### src/rtl/mac_acc.sv
// Signed Q-format multiply-accumulate producer: two-stage product/accumulate pipeline with a
// run-length FSM and sticky error flags. Define MAC_ACC_SAT_EN for a saturating accumulator.
module mac_acc #(
    parameter int N     = 16,
    parameter int Q     = 8,
    parameter int LEN_W = 8
) (
    input  logic                clk,
    input  logic                rst_n,
    input  logic                start,
    input  logic [LEN_W-1:0]    len,
    input  logic signed [N-1:0] a,
    input  logic signed [N-1:0] b,
    input  logic                in_valid,
    output logic                in_ready,
    output logic                busy,
    output logic [2*N-1:0]      qacc,
    output logic                qsload,
    output logic                sum_err,
    output logic                mult_err
);

    localparam int W = 2 * N;
    localparam logic signed [N-1:0] OP_MIN = {1'b1, {(N-1){1'b0}}};
`ifdef MAC_ACC_SAT_EN
    localparam logic signed [W-1:0] ACC_MAX = {1'b0, {(W-1){1'b1}}};
    localparam logic signed [W-1:0] ACC_MIN = {1'b1, {(W-1){1'b0}}};
`endif

    // qacc keeps the product's 2Q fractional bits, so Q only needs to be a sane Q-format split.
    if (Q < 0 || Q >= N) begin : g_bad_q
        $error("mac_acc: Q must lie in [0, N-1]");
    end

    typedef enum logic [1:0] {
        IDLE,
        RUN,
        DRAIN,
        DONE
    } state_e;

    state_e              state_q, state_d;
    logic [LEN_W-1:0]    len_q, len_d;
    logic [LEN_W-1:0]    cnt_q, cnt_d;
    logic signed [W-1:0] prod_q, prod_d;
    logic                prod_vld_q;
    logic signed [W-1:0] acc_q, acc_d;
    logic signed [W-1:0] sum;
    logic                ovf;
    logic                sum_err_q, sum_err_d;
    logic                mult_err_q, mult_err_d;
    logic                start_ok;
    logic                xfer;
    logic                last_xfer;

    assign start_ok  = (state_q == IDLE) && start;
    assign in_ready  = (state_q == RUN) && (cnt_q < len_q);
    assign xfer      = in_valid && in_ready;
    assign last_xfer = xfer && (cnt_q == len_q - LEN_W'(1));

    // Operands are sign-extended first so the low W bits of the product are the exact signed result.
    assign prod_d = W'(a) * W'(b);

    assign sum = acc_q + prod_q;
    assign ovf = (acc_q[W-1] == prod_q[W-1]) && (sum[W-1] != acc_q[W-1]);

    // NOTE: every combinational output gets a default first, so no path can infer a latch.
    always_comb begin
        state_d = state_q;
        unique case (state_q)
            IDLE:    if (start) state_d = (len == '0) ? DONE : RUN;
            RUN:     if (last_xfer) state_d = DRAIN;
            DRAIN:   if (!prod_vld_q) state_d = DONE;
            DONE:    state_d = IDLE;
            default: state_d = IDLE;
        endcase
    end

    always_comb begin
        len_d      = len_q;
        cnt_d      = cnt_q;
        acc_d      = acc_q;
        sum_err_d  = sum_err_q;
        mult_err_d = mult_err_q;
        if (start_ok) begin
            len_d      = len;
            cnt_d      = '0;
            acc_d      = '0;
            sum_err_d  = 1'b0;
            mult_err_d = 1'b0;
        end else begin
            if (xfer) begin
                cnt_d = cnt_q + LEN_W'(1);
                if (a == OP_MIN && b == OP_MIN) mult_err_d = 1'b1;
            end
            if (prod_vld_q) begin
`ifdef MAC_ACC_SAT_EN
                acc_d = ovf ? (prod_q[W-1] ? ACC_MIN : ACC_MAX) : sum;
`else
                acc_d = sum;
`endif
                if (ovf) sum_err_d = 1'b1;
            end
        end
    end

    // NOTE: state registers use non-blocking assignments so every flop samples pre-edge values.
    always_ff @(posedge clk or negedge rst_n) begin
        if (!rst_n) begin
            state_q    <= IDLE;
            len_q      <= '0;
            cnt_q      <= '0;
            prod_q     <= '0;
            prod_vld_q <= 1'b0;
            acc_q      <= '0;
            sum_err_q  <= 1'b0;
            mult_err_q <= 1'b0;
        end else begin
            state_q    <= state_d;
            len_q      <= len_d;
            cnt_q      <= cnt_d;
            prod_vld_q <= xfer;
            if (xfer) prod_q <= prod_d;
            acc_q      <= acc_d;
            sum_err_q  <= sum_err_d;
            mult_err_q <= mult_err_d;
        end
    end

    assign busy     = (state_q != IDLE);
    assign qsload   = (state_q == DONE);
    assign qacc     = acc_q;
    assign sum_err  = sum_err_q;
    assign mult_err = mult_err_q;

endmodule

### config.mk
export PLATFORM = sky130hd
export DESIGN_NAME = mac_acc
export DESIGN_NICKNAME = d
export VERILOG_FILES = /design/src/rtl/mac_acc.sv
export SDC_FILE = /design/constraint.sdc
export NUM_CORES = 1
export LEC_CHECK = 0
export ABC_AREA = 1
export BUFFER_PORTS_ARGS = -buffer_cell sky130_fd_sc_hd__buf_2
export CAP_MARGIN = 20
export CORE_UTILIZATION = 50
export CTS_CLUSTER_SIZE = 30
export DETAILED_ROUTE_END_ITERATION = 8
export PLACE_DENSITY = 0.67
export SLEW_MARGIN = 20
export SYNTH_ARGS = -nofsm -noshare
export SYNTH_HDL_FRONTEND = slang
export SYNTH_SLANG_ARGS = --single-unit
### constraint.sdc
create_clock -name clk -period 2.1 [get_ports clk]
set_input_delay 0.42 -clock clk [delete_from_list [all_inputs] [get_ports clk]]
set_output_delay 0.42 -clock clk [all_outputs]
set_load 0.05 [all_outputs]
# Word-level counts from Yosys, hierarchy flattened
# Index checks and enable logic that the tools add are counted.
dict set report word_totals {
  memories 0
  output_inout_bits 37
  latchBits 0
  in_bits 44
  elab_cells 55
  rom_bits 0
  reg_bits 85
  mem_bits_rw 0
}
dict set report op_classes {
  eq_ne 11
  magnitude_cmp 1
  n_addsub 3
  multipliers 1
  muxes 15
  bitwise 0
  shifts 0
  n_div 0
  n_reduce_logical 16
}
# cell count
set op_table {}
lappend op_table {{32-bit two-way mux} 2}
lappend op_table {{32-bit adder} 1}
lappend op_table {{16-bit == test, second input constant} 2}
lappend op_table {{16-bit by 16-bit multiplier with 32-bit output} 1}
lappend op_table {{8-bit two-way mux} 2}
lappend op_table {{2-bit nonzero test} 5}
lappend op_table {{8-bit by 1-bit adder with 8-bit output, second input constant} 1}
lappend op_table {{8-bit == test} 1}
lappend op_table {{8-bit zero test} 1}
lappend op_table {{8-bit < comparator} 1}
lappend op_table {{2-bit two-way mux} 4}
lappend op_table {{2-bit one-hot mux with 4 select lines} 1}
lappend op_table {{8-bit by 1-bit subtractor with 8-bit output, second input constant} 1}
lappend op_table {{1-bit logical AND} 6}
lappend op_table {{1-bit two-way mux} 6}
lappend op_table {{2-bit inequality test, second input constant} 3}
lappend op_table {{2-bit == test, second input constant} 2}
lappend op_table {{2-bit AND reduction} 2}
lappend op_table {{3-bit AND reduction} 1}
lappend op_table {{2-bit by 1-bit == test with 1-bit output, second input constant} 1}
lappend op_table {{2-bit zero test} 1}
lappend op_table {{1-bit == test} 1}
lappend op_table {{1-bit inequality test} 1}

# Longest topological paths before layout
dict set report logic_depth {
  word_depth 6
  ltp_mapped 27
  ltp_nobuf 25
}

# Worst setup path before layout
# Ideal clock, no wire load.
dict set report synth_path {
  kind {in2reg}
  start {in a[15]}
  end {reg prod_q[24]}
  required_ns 1.983
  setup_slack_ns -3.718
  stages 22
  t_arrival_ns 5.700
  setup_time_ns 0.117
  path_buffers 2
  path_cell_list {clkbuf_1 clkbuf_1 nand2_1 inv_1 fa_1 fa_1 fa_1 fa_1 fa_1 inv_1 fa_1 inv_1 ha_1 nand2_1 nor2_1 inv_1 nor3_1 nand3_1 nand3_1 nand2_1 nand3_1 nand2_1}
}
dict set report synth_via {
  elab_chain_cells 1
}
# item line
set synth_rtl {}
lappend synth_rtl {{start: declaration} 12} ;# input logic signed [N-1:0] a,
lappend synth_rtl {{16-bit by 16-bit multiplier with 32-bit output} 62} ;# assign prod_d = W'(a) * W'(b);
lappend synth_rtl {{end signal: assignment} 123} ;# if (xfer) prod_q <= prod_d;
lappend synth_rtl {{end: declaration} 45} ;# logic signed [W-1:0] prod_q, prod_d;
# No other way between the ends.
# A chain may end at the register's enable or synchronous reset.

# Final worst setup path
dict set report layout_path {
  start {in a[15]}
  end {reg prod_q[23]}
}
# Same word-level chain as after synthesis.

==> results.txt <==
- Leading cell types in the layout, fill and taps excluded: sky130_fd_sc_hd__nand2_1, sky130_fd_sc_hd__inv_1, sky130_fd_sc_hd__fa_1, sky130_fd_sc_hd__buf_4, sky130_fd_sc_hd__nor2_1
* Synthesized flop and latch total: 85
- Before antenna repair, the detailed router went through 5 iterations.
* Critical-path top delay cell: sky130_fd_sc_hd__fa_2
* Result of the run: finished, violations left
- Startpoint of the worst setup timing path: a[15]
- Destination of the worst hold path: len_q[3]
- The number of max-slew violations in the final report is 0.
- The worst hold path was traced through 3 stages.
* Cell count of the worst reg-to-reg path: 11
- The cell count after synthesis came out at 2276.
* H-tree Lvls: 3
- Worst reg2reg endpoint: prod_q[20]
- Total number of clock tree sinks: 85
- In the global route stage, overall resource usage came out at between 20 and 30%.
* Final weighted congestion in routability-driven placement: around 1
- Die Width: between 150 and 200 um
* Effective utilization at floorplan: between 50% and 60%
- For this run, the number of Yosys warnings is 0.
* Number of unique standard cell types used by synthesis: 40
- Global routing used 50.8% of the available met2 tracks.
- TritonCTS clock tree: built
* Overflow left after global routing: 0
* Final Critical Period: 5.09 ns
- The number of antenna violations at the first check in global routing was 0.
- Type of the worst setup path: input pin to flop
- EDFF count, synth: 0
* Area added between synthesis and finish: 37.1%
* TNS Setup: -72.32 ns
- Main synth FF type: sky130_fd_sc_hd__dfrtp_1
- DRC violations left: 0
* Largest buffer count on any clock path: 2
* Routed wire length: ~50 mm
- The biggest area contributor in the post-synthesis netlist is sky130_fd_sc_hd__fa_1.
- The checks that failed: negative setup slack.
- Worst-Skew Late Latency: approximately 0.36 ns
- Most Crowded Layer GR: met2
- HPWL after DPL: 38.6 mm
- Across the routed clock network, the largest skew measured is between 0.007 and 0.008 ns.
- The first routing iteration left approximately 980 violations.
* Biggest cell delay along the critical path: approximately 0.61 ns
* Worst hold start: len[3]
- After floorplanning, the core was sized to cover about 33000 um2.
* Via count: around 16000
- Clock-pin slew was measured on the worst setup and hold paths at around 0.07 ns.
- The worst setup path is launched from an input pin.
* Final-stage net count: between 3000 and 4000
- Biggest area contributors in the synthesized netlist: sky130_fd_sc_hd__fa_1, sky130_fd_sc_hd__nand2_1, sky130_fd_sc_hd__dfrtp_1, sky130_fd_sc_hd__inv_1, sky130_fd_sc_hd__ha_1
* Setup repair after global routing missed its margin: true
- Final WS setup: -2.99 ns
- For this run, the top clock speed supported by timing is a little under 0.2 GHz.
* Worst-margin pin slew: 0.400 ns
- Data required time at the worst endpoint: 2.40 ns
* Total die area: 33800 um2
- OpenSTA, run right after detailed placement, puts the worst setup slack at -3.46 ns.
- The worst setup path is captured at a flop.
- The critical path goes through buf_12 -> buf_12 -> nand2_4 -> inv_2 -> fa_2 -> buf_4 -> buf_6 -> fa_1 -> fa_2 -> fa_2 -> fa_1 -> inv_1 -> fa_1 -> inv_2 -> ha_4 -> nand2_4 -> inv_4 -> nand3_4 -> nor2_2 -> nand4_1 -> nand3_1 -> nor2_1 -> nand3b_1 -> nand2_1.
- Class of the worst hold path: input pin to flop
- Number of antenna cells inserted: 0
- Ratio of routed vias to standard cells: 5.13
* Number of I/O port buffers: 80
- The count of nets left with antenna violations once routing finished came out at 0.
- Net Count, Synth: 2711
- The root buffer cell chosen for the clock tree is sky130_fd_sc_hd__clkbuf_16.
* Met3 layer usage reported by global route: roughly 4.6%
* Reg2Reg Launch Point: cnt_q[7]
- Num CTS Buffers: 9
- Max-slew headroom at the worst pin: between 70% and 80%
* Final-report setup violation count: 30
* Post-route clock period utilization: 242%
* Number of global-route vias before repair: around 16000
- In this run the core area contains between 60 and 70 standard-cell rows.
- Largest net degree at the start of global routing: 47
* Sequential area share after synthesis: between 10 and 15%
* Cell Area, Synth: roughly 17000 um2
* Arrival time reported for the critical path endpoint: roughly 5.4 ns
* Avg Cell Area, Syn: 7.27 um2
- Measured along the y axis, the die boundary spans between 150 and 200 um.
- Most common cell after layout, fill and taps aside: sky130_fd_sc_hd__nand2_1
- The first global-routing pass estimated 79.2 mm of wire.
* Max-capacitance violation count: 0
- Layout cell share with drive strength beyond 1: about a third
* Area share of the leading cell type in the synthesized netlist: 31.8%
* Maximum fanout encountered on the critical timing path: 7
* Met1 Track Usage GR: 40.0%
* Reg-to-reg setup timing slack: -0.01 ns
- Hold Worst Slack: just under 0.3 ns
* Wire length per cell after detailed routing: about 16 um
- Post-synth ARST share: between 90% and 100%
- I/O pin count: 81
- Fin. Hold Viols: 0
cell type report:
cell class | instances | area (um2)
Clock buffer | 10 | 239
Multi-Input combinational cell | 1569 | 14300
Tap cell | 442 | 553
Fill cell | 2621 | 9850
Sequential cell | 85 | 2130
Inverter | 546 | 2060
Timing Repair Buffer | 369 | 3380
Clock inverter | 6 | 45.0
critical path, delay by kind of cell:
| kind | cells | cell delay (ns) |
|---|---|---|
| fa+ha+maj | 7 | 3.34 |
| simple gates | 9 | 0.94 |
| buf+inv | 8 | 0.69 |
kinds of logic (layout without fill, tap and decap cells):
group                    after synthesis  after routing  synth area share [%]
AND/OR/NAND/NOR                      965            965                  24.0
buffers and inverters                622            931                  14.2
adder cells (fa/ha/maj)              391            391                  41.5
AO/OA/AOI/OAI                        184            184                  5.97
flip-flops                            85             85                  12.9
XOR/XNOR                              29             29                  1.53
sequential cells by signal, summed over array words and instances, names as in the netlist:
register and cells:
state_q 2, cnt_q 8, sum_err 1, prod_q 32, prod_vld_q 1, len_q 8, mult_err 1, qacc 32
per-layer routing:
metal | wire length [um] | vias to the layer above
li1 | - | 7416
met1 | 21000 | 7527
met2 | 23600 | 492
met3 | 3100 | 87
met4 | 1320 | 0
met5 | 0 | -
worst max path at each step:
stage | to | slack (ns) | cells after the start
floorplan | prod_q[31] | -3.14 | 22
global placement | prod_q[22] | -3.41 | 23
detailed placement | prod_q[22] | -3.46 | 23
CTS | prod_q[25] | -2.94 | 23
global route | prod_q[25] | -3.14 | 24
finish | prod_q[23] | -2.99 | 24
synth_stat cells, types with 3 or more instances:
library cell               count
sky130_fd_sc_hd__a21oi_1      74
sky130_fd_sc_hd__buf_2         8
sky130_fd_sc_hd__clkbuf_1     66
sky130_fd_sc_hd__dfrtp_1      85
sky130_fd_sc_hd__fa_1        263
sky130_fd_sc_hd__ha_1        128
sky130_fd_sc_hd__inv_1       544
sky130_fd_sc_hd__nand2_1     652
sky130_fd_sc_hd__nand2_2      10
sky130_fd_sc_hd__nand3_1     119
sky130_fd_sc_hd__nand3b_1      4
sky130_fd_sc_hd__nand4_1      18
sky130_fd_sc_hd__nor2_1      121
sky130_fd_sc_hd__nor2_2        4
sky130_fd_sc_hd__nor3_1       17
sky130_fd_sc_hd__nor4_1        9
sky130_fd_sc_hd__o21a_1        3
sky130_fd_sc_hd__o21ai_0      79
sky130_fd_sc_hd__o21ai_1       6
sky130_fd_sc_hd__o21bai_1     10
sky130_fd_sc_hd__or2_2         5
sky130_fd_sc_hd__xnor2_1      21
sky130_fd_sc_hd__xor2_1        8
repair_timing:
action                                  in CTS  in global routing
hold buffers                                 1                  0
setup buffers                               43                 28
hold endpoints to repair                    20                  0
pin swaps                                  140                140
endpoints found under the setup margin      32                 61
gates resized for setup                    325                210
cloned                                       2                  3
through the flow:
step           util, %  instances  area, um2
3_3_place_gp      60.7       2939      19800
2_1_floorplan        -       2276      17900
5_1_grt           69.7       3027      22700
6_report          69.7       3027      22700
4_1_cts           66.5       3001      21600
3_5_place_dp      60.7       2939      19800
Power is left out: the tool's default activity adds up to more than one toggle a clock period on the data nets, which glitch-free logic cannot reach.
